`config.mk`:
```
export PLATFORM = sky130hd
export DESIGN_NAME = regfile_cmd_master_flat
export DESIGN_NICKNAME = d
export VERILOG_FILES = /design/src/rtl/regfile_cmd_master_pkg.sv /design/src/rtl/regfile_cmd_master_if.sv /design/src/rtl/regfile_cmd_master_rsp_slot.sv /design/src/rtl/regfile_cmd_master.sv /design/src/flat_wrapper.sv
export SDC_FILE = /design/constraint.sdc
export NUM_CORES = 1
export LEC_CHECK = 0
export BUFFER_PORTS_ARGS = -buffer_cell sky130_fd_sc_hd__buf_4
export CORE_UTILIZATION = 53
export CTS_BUF_LIST = sky130_fd_sc_hd__clkbuf_4 sky130_fd_sc_hd__clkbuf_8
export CTS_CLUSTER_DIAMETER = 40
export DETAILED_ROUTE_END_ITERATION = 16
export HOLD_SLACK_MARGIN = 0.03
export PLACE_DENSITY = 0.91
export SYNTH_ARGS = -nofsm -noshare
export SYNTH_HDL_FRONTEND = slang
export SYNTH_HIERARCHICAL = 1
export SYNTH_SLANG_ARGS = --single-unit
```
`constraint.sdc`:
```
create_clock -name clk -period 3.3 [get_ports clk]
set_input_delay 0.33 -clock clk [delete_from_list [all_inputs] [get_ports clk]]
set_output_delay 0.33 -clock clk [all_outputs]
set_load 0.1 [all_outputs]
```
`src/rtl/regfile_cmd_master_pkg.sv`:
```
// Shared widths and FSM state type for the register-file command master.
package rf_cmd_pkg;

    localparam int DATA_W = 32;
    localparam int ADDR_W = 4;
    localparam int LEN_W  = 4;

    typedef enum logic [1:0] {
        IDLE,
        WRITE,
        READ
    } state_t;

    // Burst line addresses wrap around the 16-line file.
    function automatic logic [ADDR_W-1:0] next_line(input logic [ADDR_W-1:0] line);
        return line + 1'b1;
    endfunction

endpackage

```
`src/rtl/regfile_cmd_master_if.sv`:
```
// Host-facing command, write-data and read-response channels of the command master.
interface regfile_cmd_master_if;
    import rf_cmd_pkg::*;

    logic              cmd_valid;
    logic              cmd_ready;
    logic              cmd_write;
    logic [ADDR_W-1:0] cmd_addr;
    logic [LEN_W-1:0]  cmd_len;

    logic              wr_valid;
    logic              wr_ready;
    logic [DATA_W-1:0] wr_data;
    logic              wr_done;

    logic              rsp_valid;
    logic              rsp_ready;
    logic [DATA_W-1:0] rsp_data;
    logic              rsp_last;

    modport master (
        output cmd_valid, cmd_write, cmd_addr, cmd_len,
        output wr_valid, wr_data,
        output rsp_ready,
        input  cmd_ready, wr_ready, wr_done,
        input  rsp_valid, rsp_data, rsp_last
    );

    modport slave (
        input  cmd_valid, cmd_write, cmd_addr, cmd_len,
        input  wr_valid, wr_data,
        input  rsp_ready,
        output cmd_ready, wr_ready, wr_done,
        output rsp_valid, rsp_data, rsp_last
    );

endinterface

```
`src/rtl/regfile_cmd_master_rsp_slot.sv`:
```
// One-entry valid/ready holding register for read responses (data + last flag).
module rf_rsp_slot
    import rf_cmd_pkg::*;
(
    input  logic              clk,
    input  logic              reset_n,
    input  logic              load,
    input  logic [DATA_W-1:0] load_data,
    input  logic              load_last,
    input  logic              ready,
    output logic              valid,
    output logic [DATA_W-1:0] data,
    output logic              last
);

    // A load wins over a drain so a simultaneous pop and issue causes no bubble.
    always_ff @(posedge clk or negedge reset_n) begin
        if (!reset_n) begin
            valid <= 1'b0;
            data  <= '0;
            last  <= 1'b0;
        end else if (load) begin
            valid <= 1'b1;
            data  <= load_data;
            last  <= load_last;
        end else if (ready) begin
            valid <= 1'b0;
        end
    end

endmodule

```
`src/rtl/regfile_cmd_master.sv`:
```
// Burst command initiator for a 16x32 register file: streams writes in, streams reads out.
module regfile_cmd_master
    import rf_cmd_pkg::*;
(
    input  logic              clk,
    input  logic              reset_n,
    regfile_cmd_master_if.slave bus,
    output logic              rf_write_en,
    output logic [ADDR_W-1:0] rf_write_line,
    output logic [DATA_W-1:0] rf_data_in,
    output logic              rf_read_en,
    output logic [ADDR_W-1:0] rf_read_line,
    input  logic [DATA_W-1:0] rf_data_out
);

    state_t            state;
    logic [ADDR_W-1:0] addr;
    logic [LEN_W-1:0]  count;
    logic              issue;
    logic              final_beat;

    // A read beat issues whenever the response slot is empty or being drained.
    assign issue        = (state == READ) && (!bus.rsp_valid || bus.rsp_ready);
    assign final_beat   = (count == '0);
    assign rf_read_en   = issue;
    assign rf_read_line = issue ? addr : '0;

    always_ff @(posedge clk or negedge reset_n) begin
        if (!reset_n) begin
            state         <= IDLE;
            addr          <= '0;
            count         <= '0;
            bus.cmd_ready <= 1'b0;
            bus.wr_ready  <= 1'b0;
            bus.wr_done   <= 1'b0;
            rf_write_en   <= 1'b0;
            rf_write_line <= '0;
            rf_data_in    <= '0;
        end else begin
            rf_write_en <= 1'b0;
            bus.wr_done <= 1'b0;
            case (state)
                IDLE: begin
                    bus.cmd_ready <= 1'b1;
                    if (bus.cmd_valid && bus.cmd_ready) begin
                        addr          <= bus.cmd_addr;
                        count         <= bus.cmd_len;
                        bus.cmd_ready <= 1'b0;
                        if (bus.cmd_write) begin
                            state        <= WRITE;
                            bus.wr_ready <= 1'b1;
                        end else begin
                            state <= READ;
                        end
                    end
                end
                WRITE: begin
                    if (bus.wr_valid && bus.wr_ready) begin
                        rf_write_en   <= 1'b1;
                        rf_write_line <= addr;
                        rf_data_in    <= bus.wr_data;
                        addr          <= next_line(addr);
                        count         <= count - 1'b1;
                        // The final write lands together with wr_done and the return to idle.
                        if (final_beat) begin
                            bus.wr_ready  <= 1'b0;
                            bus.wr_done   <= 1'b1;
                            bus.cmd_ready <= 1'b1;
                            state         <= IDLE;
                        end
                    end
                end
                READ: begin
                    if (issue) begin
                        addr  <= next_line(addr);
                        count <= count - 1'b1;
                        if (final_beat) begin
                            bus.cmd_ready <= 1'b1;
                            state         <= IDLE;
                        end
                    end
                end
                default: state <= IDLE;
            endcase
        end
    end

    rf_rsp_slot u_rsp_slot (
        .clk       (clk),
        .reset_n   (reset_n),
        .load      (issue),
        .load_data (rf_data_out),
        .load_last (final_beat),
        .ready     (bus.rsp_ready),
        .valid     (bus.rsp_valid),
        .data      (bus.rsp_data),
        .last      (bus.rsp_last)
    );

endmodule

```
`src/flat_wrapper.sv`:
```
// flat-port wrapper written by rule: the top's interface ports become plain ports
module regfile_cmd_master_flat import rf_cmd_pkg::*;
  (clk, reset_n, rf_write_en, rf_write_line, rf_data_in, rf_read_en, rf_read_line, rf_data_out, bus_cmd_valid, bus_cmd_write, bus_cmd_addr, bus_cmd_len, bus_wr_valid, bus_wr_data, bus_rsp_ready, bus_cmd_ready, bus_wr_ready, bus_wr_done, bus_rsp_valid, bus_rsp_data, bus_rsp_last);
  regfile_cmd_master_if bus_i ();
  input  logic clk;
  input  logic reset_n;
  output logic rf_write_en;
  output logic [ADDR_W-1:0] rf_write_line;
  output logic [DATA_W-1:0] rf_data_in;
  output logic rf_read_en;
  output logic [ADDR_W-1:0] rf_read_line;
  input  logic [DATA_W-1:0] rf_data_out;
  input wire logic [$bits(bus_i.cmd_valid)-1:0] bus_cmd_valid;
  input wire logic [$bits(bus_i.cmd_write)-1:0] bus_cmd_write;
  input wire logic [$bits(bus_i.cmd_addr)-1:0] bus_cmd_addr;
  input wire logic [$bits(bus_i.cmd_len)-1:0] bus_cmd_len;
  input wire logic [$bits(bus_i.wr_valid)-1:0] bus_wr_valid;
  input wire logic [$bits(bus_i.wr_data)-1:0] bus_wr_data;
  input wire logic [$bits(bus_i.rsp_ready)-1:0] bus_rsp_ready;
  output wire logic [$bits(bus_i.cmd_ready)-1:0] bus_cmd_ready;
  output wire logic [$bits(bus_i.wr_ready)-1:0] bus_wr_ready;
  output wire logic [$bits(bus_i.wr_done)-1:0] bus_wr_done;
  output wire logic [$bits(bus_i.rsp_valid)-1:0] bus_rsp_valid;
  output wire logic [$bits(bus_i.rsp_data)-1:0] bus_rsp_data;
  output wire logic [$bits(bus_i.rsp_last)-1:0] bus_rsp_last;
  assign bus_i.cmd_valid = bus_cmd_valid;
  assign bus_i.cmd_write = bus_cmd_write;
  assign bus_i.cmd_addr = bus_cmd_addr;
  assign bus_i.cmd_len = bus_cmd_len;
  assign bus_i.wr_valid = bus_wr_valid;
  assign bus_i.wr_data = bus_wr_data;
  assign bus_i.rsp_ready = bus_rsp_ready;
  assign bus_cmd_ready = bus_i.cmd_ready;
  assign bus_wr_ready = bus_i.wr_ready;
  assign bus_wr_done = bus_i.wr_done;
  assign bus_rsp_valid = bus_i.rsp_valid;
  assign bus_rsp_data = bus_i.rsp_data;
  assign bus_rsp_last = bus_i.rsp_last;
  regfile_cmd_master u_core (.clk(clk), .reset_n(reset_n), .bus(bus_i), .rf_write_en(rf_write_en), .rf_write_line(rf_write_line), .rf_data_in(rf_data_in), .rf_read_en(rf_read_en), .rf_read_line(rf_read_line), .rf_data_out(rf_data_out));
endmodule
```
==> summary.txt, run 1 <==
STA
  • Final setup fails: 0
  • Fin crit period: 2.27 ns
  • Final hold viol count: 0
  • Period utilization: 0.689
  • Highest Clock Rate: 440 MHz
  • Setup_tns: 0 ns
  • Final Skew: 0.0139 ns
  • Max-slew violation count: 0
  • Worst slew pin tran: 1.02 ns
  • RSZ-0062 raised after global routing: no
  • Rel. slew slack: 0.322

Setup path
  • Arr. time, crit path: 2.50 ns
  • Critical path required time: 3.53 ns
  • Crit path launch type: register
  • CP peak stage delay: 0.73 ns
  • Crit path max-delay family: compound AO/OA/AOI/OAI gates
  • Buf/Inv on CP: 1
  • Critical Path End Type: register
  • Worst path slowest cell: a2111oi_4
  • Crit Path Class: reg2reg
  • Worst-path cell chain: inv_1 > ha_1 > and3b_1 > a2111oi_4 > o21ai_0 > a22o_1
  • CP Max Fanout: 14

Synth
  • Complex-gate fraction of the synthesized area: 0.0568
  • Cells after synthesis: 247
  • Synth warnings: 6
  • Simple-Gate Fraction of Synth Area: 0.0435
  • Syn_nets: 332
  • Mux cell area share after synthesis: 0.254
  • Netlist cell types: 35
  • Post-Synth Adder-Cell Area: 0.0240
  • Largest family of logic cells by synthesized area: multiplexers
  • Synthesized flop and latch total: 84
  • Synth Area in XOR/XNOR: 0.00479
  • Average cell area after synthesis: 14.8 µm²
  • Register area share after synthesis: 0.575
  • Synthesized cell area: 3650 µm²

GRT
  • First-pass GRT wire length: 12.7 mm
  • Pin count of the biggest net entering global routing: 85
  • Number of global-route vias before repair: 2605
  • Initial antenna violation count: 0
  • Overall global routing resource usage: 0.230
  • Total grt overflow: 0

CTS
  • Clock Sinks: 84
  • Clock buffer depth: 2
  • Hold buffer count at cts: 0
  • Clock-pin slew on the worst setup and hold paths: 0.08 ns
  • CTS tree: done
  • # H-tree levels: 3
  • Worst-Skew Late Latency: 0.34 ns
  • Clk root buf: clkbuf_8
  • Post-CTS resize count: 0
  • Setup bufs post-CTS: 0
  • Num CTS Buffers: 9

Die
  • Core footprint: 6490 µm²
  • Die X-Extent: 85.0 µm
  • DIE AREA: 7230 µm²
  • Io pins: 157
  • FP Rows: 29
  • Initial Util: 0.563
  • Die height: 85.0 µm

Detailed routing
  • Initial DRT Pass Iterations: 4
  • Routed Wire Length: 8.01 mm
  • Routed vias/inst: 5.19
  • Via count: 2519
  • DRT iter0 DRCs: 95
  • DR WL/cell: 16.5 µm
  • Post-DRT Antenna Nets: 0
  • Post-route DRC: 0

Cells and area
  • Multi-input gate area: 1420 µm²
  • Antenna cell count: 0
  • Fillers: 416
  • FF/Latch Area: 2100 µm²
  • Layout Nets: 490
  • Layout cell share with drive strength beyond 1: 0.608
  • Layout area overhead: 37.6%

Job
  • Max-cap violations: 0

Placed design
  • Routability Congestion: 0.833
  • Port-buffer cells: 156
  • Hpwl dp: 5.94 mm

Min path
  • HP Class: in2async

Status
  • Status: complete, no violations
worst register-to-register path, cell delays in order, from the launching register on:
cell       delay, ns
dfrtp_1         0.42
inv_1           0.11
ha_1            0.23
and3b_1         0.25
a2111oi_4       0.73
o21ai_0         0.21
a22o_1          0.22
layer usage:
layer | track usage | wire [µm] | vias up
li1 | - | - | 1173
met1 | 0.281 | 3260 | 1220
met2 | 0.399 | 4080 | 116
met3 | 0.0593 | 574 | 10
met4 | 0.0755 | 99 | 0
met5 | 0 | 0 | -
through the flow:
step                      hold WS, ns  cells   util  setup WS (ns)  instance area [µm²]
after floorplan                0.0344    247      -          0.192                 3660
after global placement          0.468    471  0.745           1.15                 4840
after detailed placement        0.493    471  0.745           1.02                 4840
after CTS                       0.197    485  0.774           1.04                 5030
after global routing            0.191    485  0.774          0.834                 5030
final                           0.152    485  0.774           1.03                 5030
synthesized netlist by cell type:
library cell | count | area, µm²
a2111oi_4 | 1 | 27.5
a211oi_4 | 1 | 20.0
a21boi_0 | 1 | 7.51
a21boi_2 | 1 | 11.3
a21o_1 | 1 | 7.51
a21oi_1 | 11 | 55.1
a22o_1 | 2 | 17.5
a22o_2 | 1 | 10.0
a31o_1 | 1 | 8.76
and2_1 | 4 | 25.0
and3b_1 | 1 | 8.76
buf_12 | 3 | 60.1
buf_2 | 3 | 15.0
buf_6 | 2 | 22.5
clkbuf_1 | 2 | 7.51
dfrtp_1 | 84 | 2100
ha_1 | 7 | 87.6
inv_1 | 13 | 48.8
mux2_2 | 41 | 462
mux2_4 | 29 | 435
mux2i_1 | 3 | 30.0
nand2_1 | 4 | 15.0
nand2b_1 | 2 | 12.5
nand3_1 | 5 | 25.0
nand3b_1 | 1 | 7.51
nand4_1 | 1 | 6.26
nor2_1 | 8 | 30.0
nor3_1 | 2 | 10.0
nor3b_1 | 1 | 7.51
o211ai_1 | 1 | 7.51
o21ai_0 | 6 | 30.0
o21ai_1 | 1 | 5.00
or3b_4 | 1 | 11.3
xnor2_1 | 1 | 8.76
xor2_1 | 1 | 8.76
cell families after synthesis:
kind of cell,count (synthesis)
buf+inv,23
compound gates,28
fa+ha+maj,7
flops,84
mux,73
simple gates,30
xor+xnor,2
path summary, 6_finish.rpt:
kind / from / to / slack (ns) / depth (start not counted)
max: u_core/state[0] / u_core/count[0] / 1.03 / 6
min: reset_n / u_core/u_rsp_slot/data[25] / 0.15 / 1
max reg2reg: u_core/state[0] / u_core/count[0] / 1.03 / 6
min reg2reg: u_core/rf_write_line[0] / u_core/rf_write_line[0] / 0.50 / 2
max in group asynchronous: reset_n / u_core/state[0] / 2.48 / 1
min in group clk: bus_wr_data[25] / u_core/rf_data_in[25] / 0.21 / 2
cells in the final DEF (no fill, tap or decap), types with 2 or more instances in the layout:
| cell | Yosys | layout |
|---|---|---|
| ha_1 | 7 | 7 |
| mux2_2 | 41 | 41 |
| buf_4 | 0 | 157 |
| o21ai_0 | 6 | 6 |
| a21oi_1 | 11 | 11 |
| mux2_4 | 29 | 29 |
| inv_1 | 13 | 13 |
| nand2b_1 | 2 | 2 |
| dfrtp_1 | 84 | 84 |
| nand2_1 | 4 | 4 |
| mux2i_1 | 3 | 3 |
| nor3_1 | 2 | 2 |
| nor2_1 | 8 | 8 |
| nand3_1 | 5 | 4 |
| clkbuf_8 | 0 | 10 |
| and2_1 | 4 | 4 |
| a22o_1 | 2 | 2 |
sequential cells by signal, indices dropped and copies added (netlist names), 2 cells and up:
register	count
u_core/count	4
u_core/u_rsp_slot/data	32
u_core/rf_data_in	32
u_core/addr	4
u_core/state	2
u_core/rf_write_line	4
final cells by class:
| cell class | count | share of cell area |
|---|---|---|
| timing repair buffer | 157 | 0.234 |
| clock inverter | 4 | 0.0102 |
| multi-input combinational | 140 | 0.281 |
| clock buffer | 10 | 0.0274 |
| tap | 77 | 0.0192 |
| sequential | 84 | 0.418 |
| inverter | 13 | 0.00970 |
Power of run 1 is not shown: default switching activity piles up to over one toggle a cycle in this logic, so the estimate is an artifact.
==> run 2, diff against run 1 <==
--- a/config.mk
+++ b/config.mk
@@ -6,12 +6,12 @@
 export NUM_CORES = 1
 export LEC_CHECK = 0
 export BUFFER_PORTS_ARGS = -buffer_cell sky130_fd_sc_hd__buf_4
-export CORE_UTILIZATION = 53
+export CORE_UTILIZATION = 49
 export CTS_BUF_LIST = sky130_fd_sc_hd__clkbuf_4 sky130_fd_sc_hd__clkbuf_8
 export CTS_CLUSTER_DIAMETER = 40
 export DETAILED_ROUTE_END_ITERATION = 16
 export HOLD_SLACK_MARGIN = 0.03
-export PLACE_DENSITY = 0.91
+export PLACE_DENSITY = 0.85
 export SYNTH_ARGS = -nofsm -noshare
 export SYNTH_HDL_FRONTEND = slang
 export SYNTH_HIERARCHICAL = 1
==> constraint.sdc (replaced) <==
create_clock -name clk -period 2.1 [get_ports clk]
set_input_delay 0.21 -clock clk [delete_from_list [all_inputs] [get_ports clk]]
set_output_delay 0.21 -clock clk [all_outputs]
set_load 0.1 [all_outputs]
==> summary.txt, run 2 (synthesis results as in run 1) <==
Status
  • Status: complete, no violations

Die
  • Initial Util: 0.507
  • Core footprint: 7210 µm²
  • Die X-Extent: 88.4 µm
  • DIE AREA: 7810 µm²
  • FP Rows: 31
  • Io pins: 157
  • Die height: 88.4 µm

Job
  • Max-cap violations: 0

Setup path
  • CP Max Fanout: 7
  • Arr. time, crit path: 1.79 ns
  • Worst reg2reg startpoint: u_core/state[1]
  • Crit Path Class: reg2out
  • Crit path launch type: register
  • CP startpoint: u_core/state[0]
  • Critical path required time: 1.89 ns
  • Critical Path End Type: output pin

GRT
  • GRT met1 Usage: 0.263
  • Initial antenna violation count: 0
  • Number of global-route vias before repair: 2604
  • GRT Max-Usage Layer: met2
  • M3 GR Usage: 0.0578
  • Met2 Use GR: 0.366
  • First-pass GRT wire length: 12.6 mm
  • Overall global routing resource usage: 0.215
  • Pin count of the biggest net entering global routing: 44
  • Total grt overflow: 0

Cells and area
  • Multi-input gate area: 1430 µm²
  • Layout area overhead: 42.3%
  • Non-Filler Instances: 515
  • Antenna cell count: 0
  • Fillers: 537
  • FF/Latch Area: 2110 µm²
  • Commonest cells after routing, fill and taps aside: buf_4 (155), dfrtp_1 (82), mux2_2 (41), mux2_4 (29)
  • Layout cell share with drive strength beyond 1: 0.630
  • Biggest regs: u_core/rf_data_in x32, u_core/u_rsp_slot/data x32
  • Commonest non-fill, non-tap cell in the layout: buf_4
  • Layout Nets: 496

STA
  • Period utilization: 0.953
  • Final setup fails: 0
  • Final Skew: 0.00725 ns
  • Final hold viol count: 0
  • Min Hold Slack: 0.0980 ns
  • RSZ-0062 raised after global routing: no
  • Setup_tns: 0 ns
  • Highest Clock Rate: 500 MHz
  • Worst slew pin tran: 0.560 ns
  • Fin crit period: 2.00 ns
  • Rel. slew slack: 0.627
  • Max-slew violation count: 0

Detailed routing
  • DRT iter0 DRCs: 92
  • Post-DRT Antenna Nets: 0
  • Routed vias/inst: 5.01
  • Via count: 2582
  • DR WL/cell: 16.6 µm
  • Routed Wire Length: 8.56 mm
  • Post-route DRC: 0
  • Initial DRT Pass Iterations: 4

Min path
  • Worst Hold Launch: bus_wr_data[24]
  • HP Class: in2reg

CTS
  • Clock-pin slew on the worst setup and hold paths: 0.08 ns
  • Setup bufs post-CTS: 0
  • CTS tree: done
  • Clock buffer depth: 2
  • Clk root buf: clkbuf_8
  • Clock Sinks: 84
  • # H-tree levels: 3
  • Num CTS Buffers: 9
  • Worst-Skew Late Latency: 0.34 ns

Placed design
  • Hpwl dp: 6.43 mm
  • Placed Cells: 498
  • Routability Congestion: 0.829
  • Port-buffer cells: 156
## run 2: cell types whose count changed in the layout (fill, tap and decap cells not counted)
cell and change:
dfrtp_2 +1, buf_6 +4, clkinvlp_4 -1, dlygate4sd3_1 +1
dfrtp_1 -2, clkbuf_8 +2, and2_4 +4, clkbuf_4 +1
inv_2 +1, and2_1 -4, dfrtp_4 +1, buf_12 +3
buf_4 -2, inv_1 -1
## run 2: path summary, 6_finish.rpt
check | depth (start not counted) | slack (ns) | to
worst max-delay path | 5 | 0.1 | rf_read_line[0]
worst min-delay path | 2 | 0.1 | u_core/rf_data_in[24]
worst max register to register | 6 | 0.13 | u_core/count[0]
worst min register to register | 2 | 0.50 | u_core/rf_write_line[0]
max in group asynchronous | 3 | 1.07 | u_core/u_rsp_slot/data[6]
min in group asynchronous | 2 | 0.39 | u_core/u_rsp_slot/data[24]
## run 2: cell type report
type,count,share of cell area
Sequential cell,84,0.405
Multi-Input combinational cell,140,0.274
Timing Repair Buffer,163,0.246
Clock buffer,13,0.0332
Tap cell,99,0.0238
Inverter,13,0.00938
Clock inverter,3,0.00842
## run 2: per-layer routing
| layer | vias up | share of wire |
|---|---|---|
| met4 | 0 | 0.0060 |
| met1 | 1273 | 0.41 |
| met5 | - | 0 |
| met2 | 117 | 0.51 |
| li1 | 1185 | - |
| met3 | 7 | 0.072 |
## run 2: worst max-delay path, cell delays in order (launching register included)
cell      delay [ns]
dfrtp_1         0.46
inv_2           0.10
ha_1            0.17
a21boi_4        0.31
and2_4          0.20
buf_6           0.22
## run 2: through the flow
stage                     setup slack (ns)  area [µm²]   util
final                               0.0981        5200  0.721
after global routing                0.0133        5200  0.721
after CTS                           0.0254        5180  0.719
after detailed placement            0.0909        4960  0.687
after global placement               0.201        4960  0.687
after floorplan                    -0.0138        3680      -
## run 2: what timing repair did
action | 4_1_cts | 5_1_grt
setup endpoints to repair | 0 | 12
gates resized for setup | 0 | 4
hold endpoints to repair | 41 | 0
hold buffers | 1 | 0
Power of run 2 is left out for the same reason.
==> run 3, diff against run 2 <==
--- a/config.mk
+++ b/config.mk
@@ -5,14 +5,14 @@
 export SDC_FILE = /design/constraint.sdc
 export NUM_CORES = 1
 export LEC_CHECK = 0
+export ABC_CLOCK_PERIOD_IN_PS = 2100
 export BUFFER_PORTS_ARGS = -buffer_cell sky130_fd_sc_hd__buf_4
 export CORE_UTILIZATION = 49
 export CTS_BUF_LIST = sky130_fd_sc_hd__clkbuf_4 sky130_fd_sc_hd__clkbuf_8
 export CTS_CLUSTER_DIAMETER = 40
 export DETAILED_ROUTE_END_ITERATION = 16
 export HOLD_SLACK_MARGIN = 0.03
-export PLACE_DENSITY = 0.85
+export PLACE_DENSITY = 0.86
 export SYNTH_ARGS = -nofsm -noshare
 export SYNTH_HDL_FRONTEND = slang
-export SYNTH_HIERARCHICAL = 1
 export SYNTH_SLANG_ARGS = --single-unit
==> summary.txt, run 3 <==
CTS
  • Clock buffer depth: 2
  • CTS tree: done
  • Clock Sinks: 84
  • Clock-pin slew on the worst setup and hold paths: 0.09 ns
  • Num CTS Buffers: 9
  • Worst-Skew Late Latency: 0.35 ns
  • # H-tree levels: 3
  • Clk root buf: clkbuf_8
  • Setup bufs post-CTS: 0

Detailed routing
  • Routed vias/inst: 4.92
  • Routed Wire Length: 8.60 mm
  • DRT iter0 DRCs: 149
  • DR WL/cell: 14.6 µm
  • Post-DRT Antenna Nets: 0
  • Via count: 2902
  • Post-route DRC: 0
  • Initial DRT Pass Iterations: 4

Die
  • Die X-Extent: 86.9 µm
  • Die height: 86.9 µm
  • Io pins: 157
  • Core footprint: 6870 µm²
  • DIE AREA: 7550 µm²
  • FP Rows: 30
  • Initial Util: 0.514

Setup path
  • CP Max Fanout: 13
  • Arr. time, crit path: 2.19 ns
  • Crit path launch type: register
  • Crit Path Class: reg2reg
  • Critical path required time: 2.32 ns
  • Critical Path End Type: register

Synth
  • Top cells by area, synth: dfrtp_1 (60%), nand2_1 (11%), mux2_2 (10%), ha_1 (2.5%), inv_1 (1.5%)
  • Async S/R FF share, synth: 1.00
  • Synth area leader: dfrtp_1
  • Synthesized cell area: 3530 µm²
  • Top post-synthesis cells by count: nand2_1 (106), dfrtp_1 (84), mux2_2 (32)
  • Post-synth EDFFs: 0
  • Average cell area after synthesis: 10.8 µm²
  • Synth top area share: 0.596
  • Synth warnings: 0
  • Most common cell in the netlist: nand2_1
  • Cells after synthesis: 326
  • Synthesized flop and latch total: 84
  • Syn_nets: 411
  • Register area share after synthesis: 0.596
  • Netlist cell types: 36
  • Main flop type after synthesis: dfrtp_1

GRT
  • Met2 Use GR: 0.395
  • Number of global-route vias before repair: 2908
  • First-pass GRT wire length: 13.5 mm
  • Overall global routing resource usage: 0.233
  • GRT met1 Usage: 0.276
  • Initial antenna violation count: 0
  • Pin count of the biggest net entering global routing: 52
  • M3 GR Usage: 0.0844
  • Total grt overflow: 0
  • GRT Max-Usage Layer: met2

Cells and area
  • Commonest non-fill, non-tap cell in the layout: buf_4
  • Commonest cells after routing, fill and taps aside: buf_4 (163), nand2_1 (105), dfrtp_1 (84), mux2_2 (32), inv_1 (14)
  • Fillers: 503
  • Biggest regs: u_core.rf_data_in x32, u_core.u_rsp_slot.data x32
  • Antenna cell count: 0
  • FF/Latch Area: 2100 µm²
  • Layout cell share with drive strength beyond 1: 0.455
  • Final core occ: 0.738
  • Layout Nets: 574
  • Layout area overhead: 43.6%
  • Non-Filler Instances: 590
  • Multi-input gate area: 1300 µm²

STA
  • Highest Clock Rate: 509 MHz
  • Final setup margin: 0.134 ns
  • Setup_tns: 0 ns
  • Max-slew violation count: 0
  • Worst slew pin tran: 0.446 ns
  • RSZ-0062 raised after global routing: no
  • Period utilization: 0.936
  • Rel. slew slack: 0.703
  • Fin crit period: 1.97 ns
  • Final hold viol count: 0
  • Final setup fails: 0
  • Final Skew: 0.0152 ns

Placed design
  • Port-buffer cells: 156
  • Routability Congestion: 0.844
  • Placed Cells: 572
  • Setup WS pre-CTS: 0.0855 ns
  • Hpwl dp: 6.41 mm

Min path
  • HP Class: in2reg

Job
  • Max-cap violations: 0

Status
  • Status: complete, no violations
run 3: cell types whose count changed after synthesis, sizes merged, moves of 3 or more:
cell	delta
o21ai	+4
and2	-3
nand3	+4
nand2	+102
mux2	-38
buf	+6
a21oi	-7
nor2	+3
nand4	+4
run 3: worst paths after layout:
| path | from | to | slack, ns | cells after the start |
|---|---|---|---|---|
| min in group asynchronous | reset_n | u_core.count[0] | 0.36 | 2 |
| worst max-delay path | u_core.state[1] | u_core.count[3] | 0.13 | 7 |
| worst max register to register | u_core.state[1] | u_core.count[3] | 0.13 | 7 |
| worst min register to register | u_core.u_rsp_slot.data[22] | u_core.u_rsp_slot.data[22] | 0.48 | 2 |
| worst min-delay path | rf_data_out[31] | u_core.u_rsp_slot.data[31] | 0.05 | 3 |
| max in group asynchronous | reset_n | u_core.rf_data_in[1] | 1.12 | 3 |
run 3: repair_timing:
action	4_1_cts	5_1_grt
setup endpoints to repair	2	4
cloned	0	0
gates resized for setup	1	1
pin swaps	0	0
hold buffers	1	1
endpoints found under the hold margin	33	1
run 3: kinds of logic after synthesis:
logic type,count (synthesis),share of synthesized area
and+or+nand+nor,145,0.175
DFF,84,0.596
muxes,36,0.113
AOI/OAI and AO/OA,25,0.0511
buffers and inverters,29,0.0404
adders and majority gates,7,0.0248
run 3: per-layer routing:
metal,vias to the layer above,wire [µm],part of all wire
met5,-,0,0
met4,0,138,0.016
met3,14,677,0.079
met2,121,4350,0.51
met1,1371,3430,0.40
li1,1396,-,-
run 3: layout make-up:
cell class,instances,area share
clock buffers,10,0.0271
clock inverters,6,0.0138
inverters,14,0.0104
multi-input cells,213,0.257
flip-flops and latches,84,0.415
well taps,96,0.0237
repair buffers,167,0.253
run 3: worst max-delay path, cell delays in order (launching register included):
cell      delay [ns]
dfrtp_1         0.44
inv_1           0.13
ha_1            0.25
a21bo_1         0.22
and4b_2         0.35
buf_4           0.20
a31oi_4         0.17
o211ai_2        0.09
run 3: stage by stage:
step                hold slack [ns]  instance area (µm²)
floorplan                   -0.0856                 3540
global placement              0.187                 4840
detailed placement            0.191                 4840
CTS                          0.0347                 5060
global route                 0.0399                 5070
finish                       0.0464                 5070
Power of run 3 is left out for the same reason.
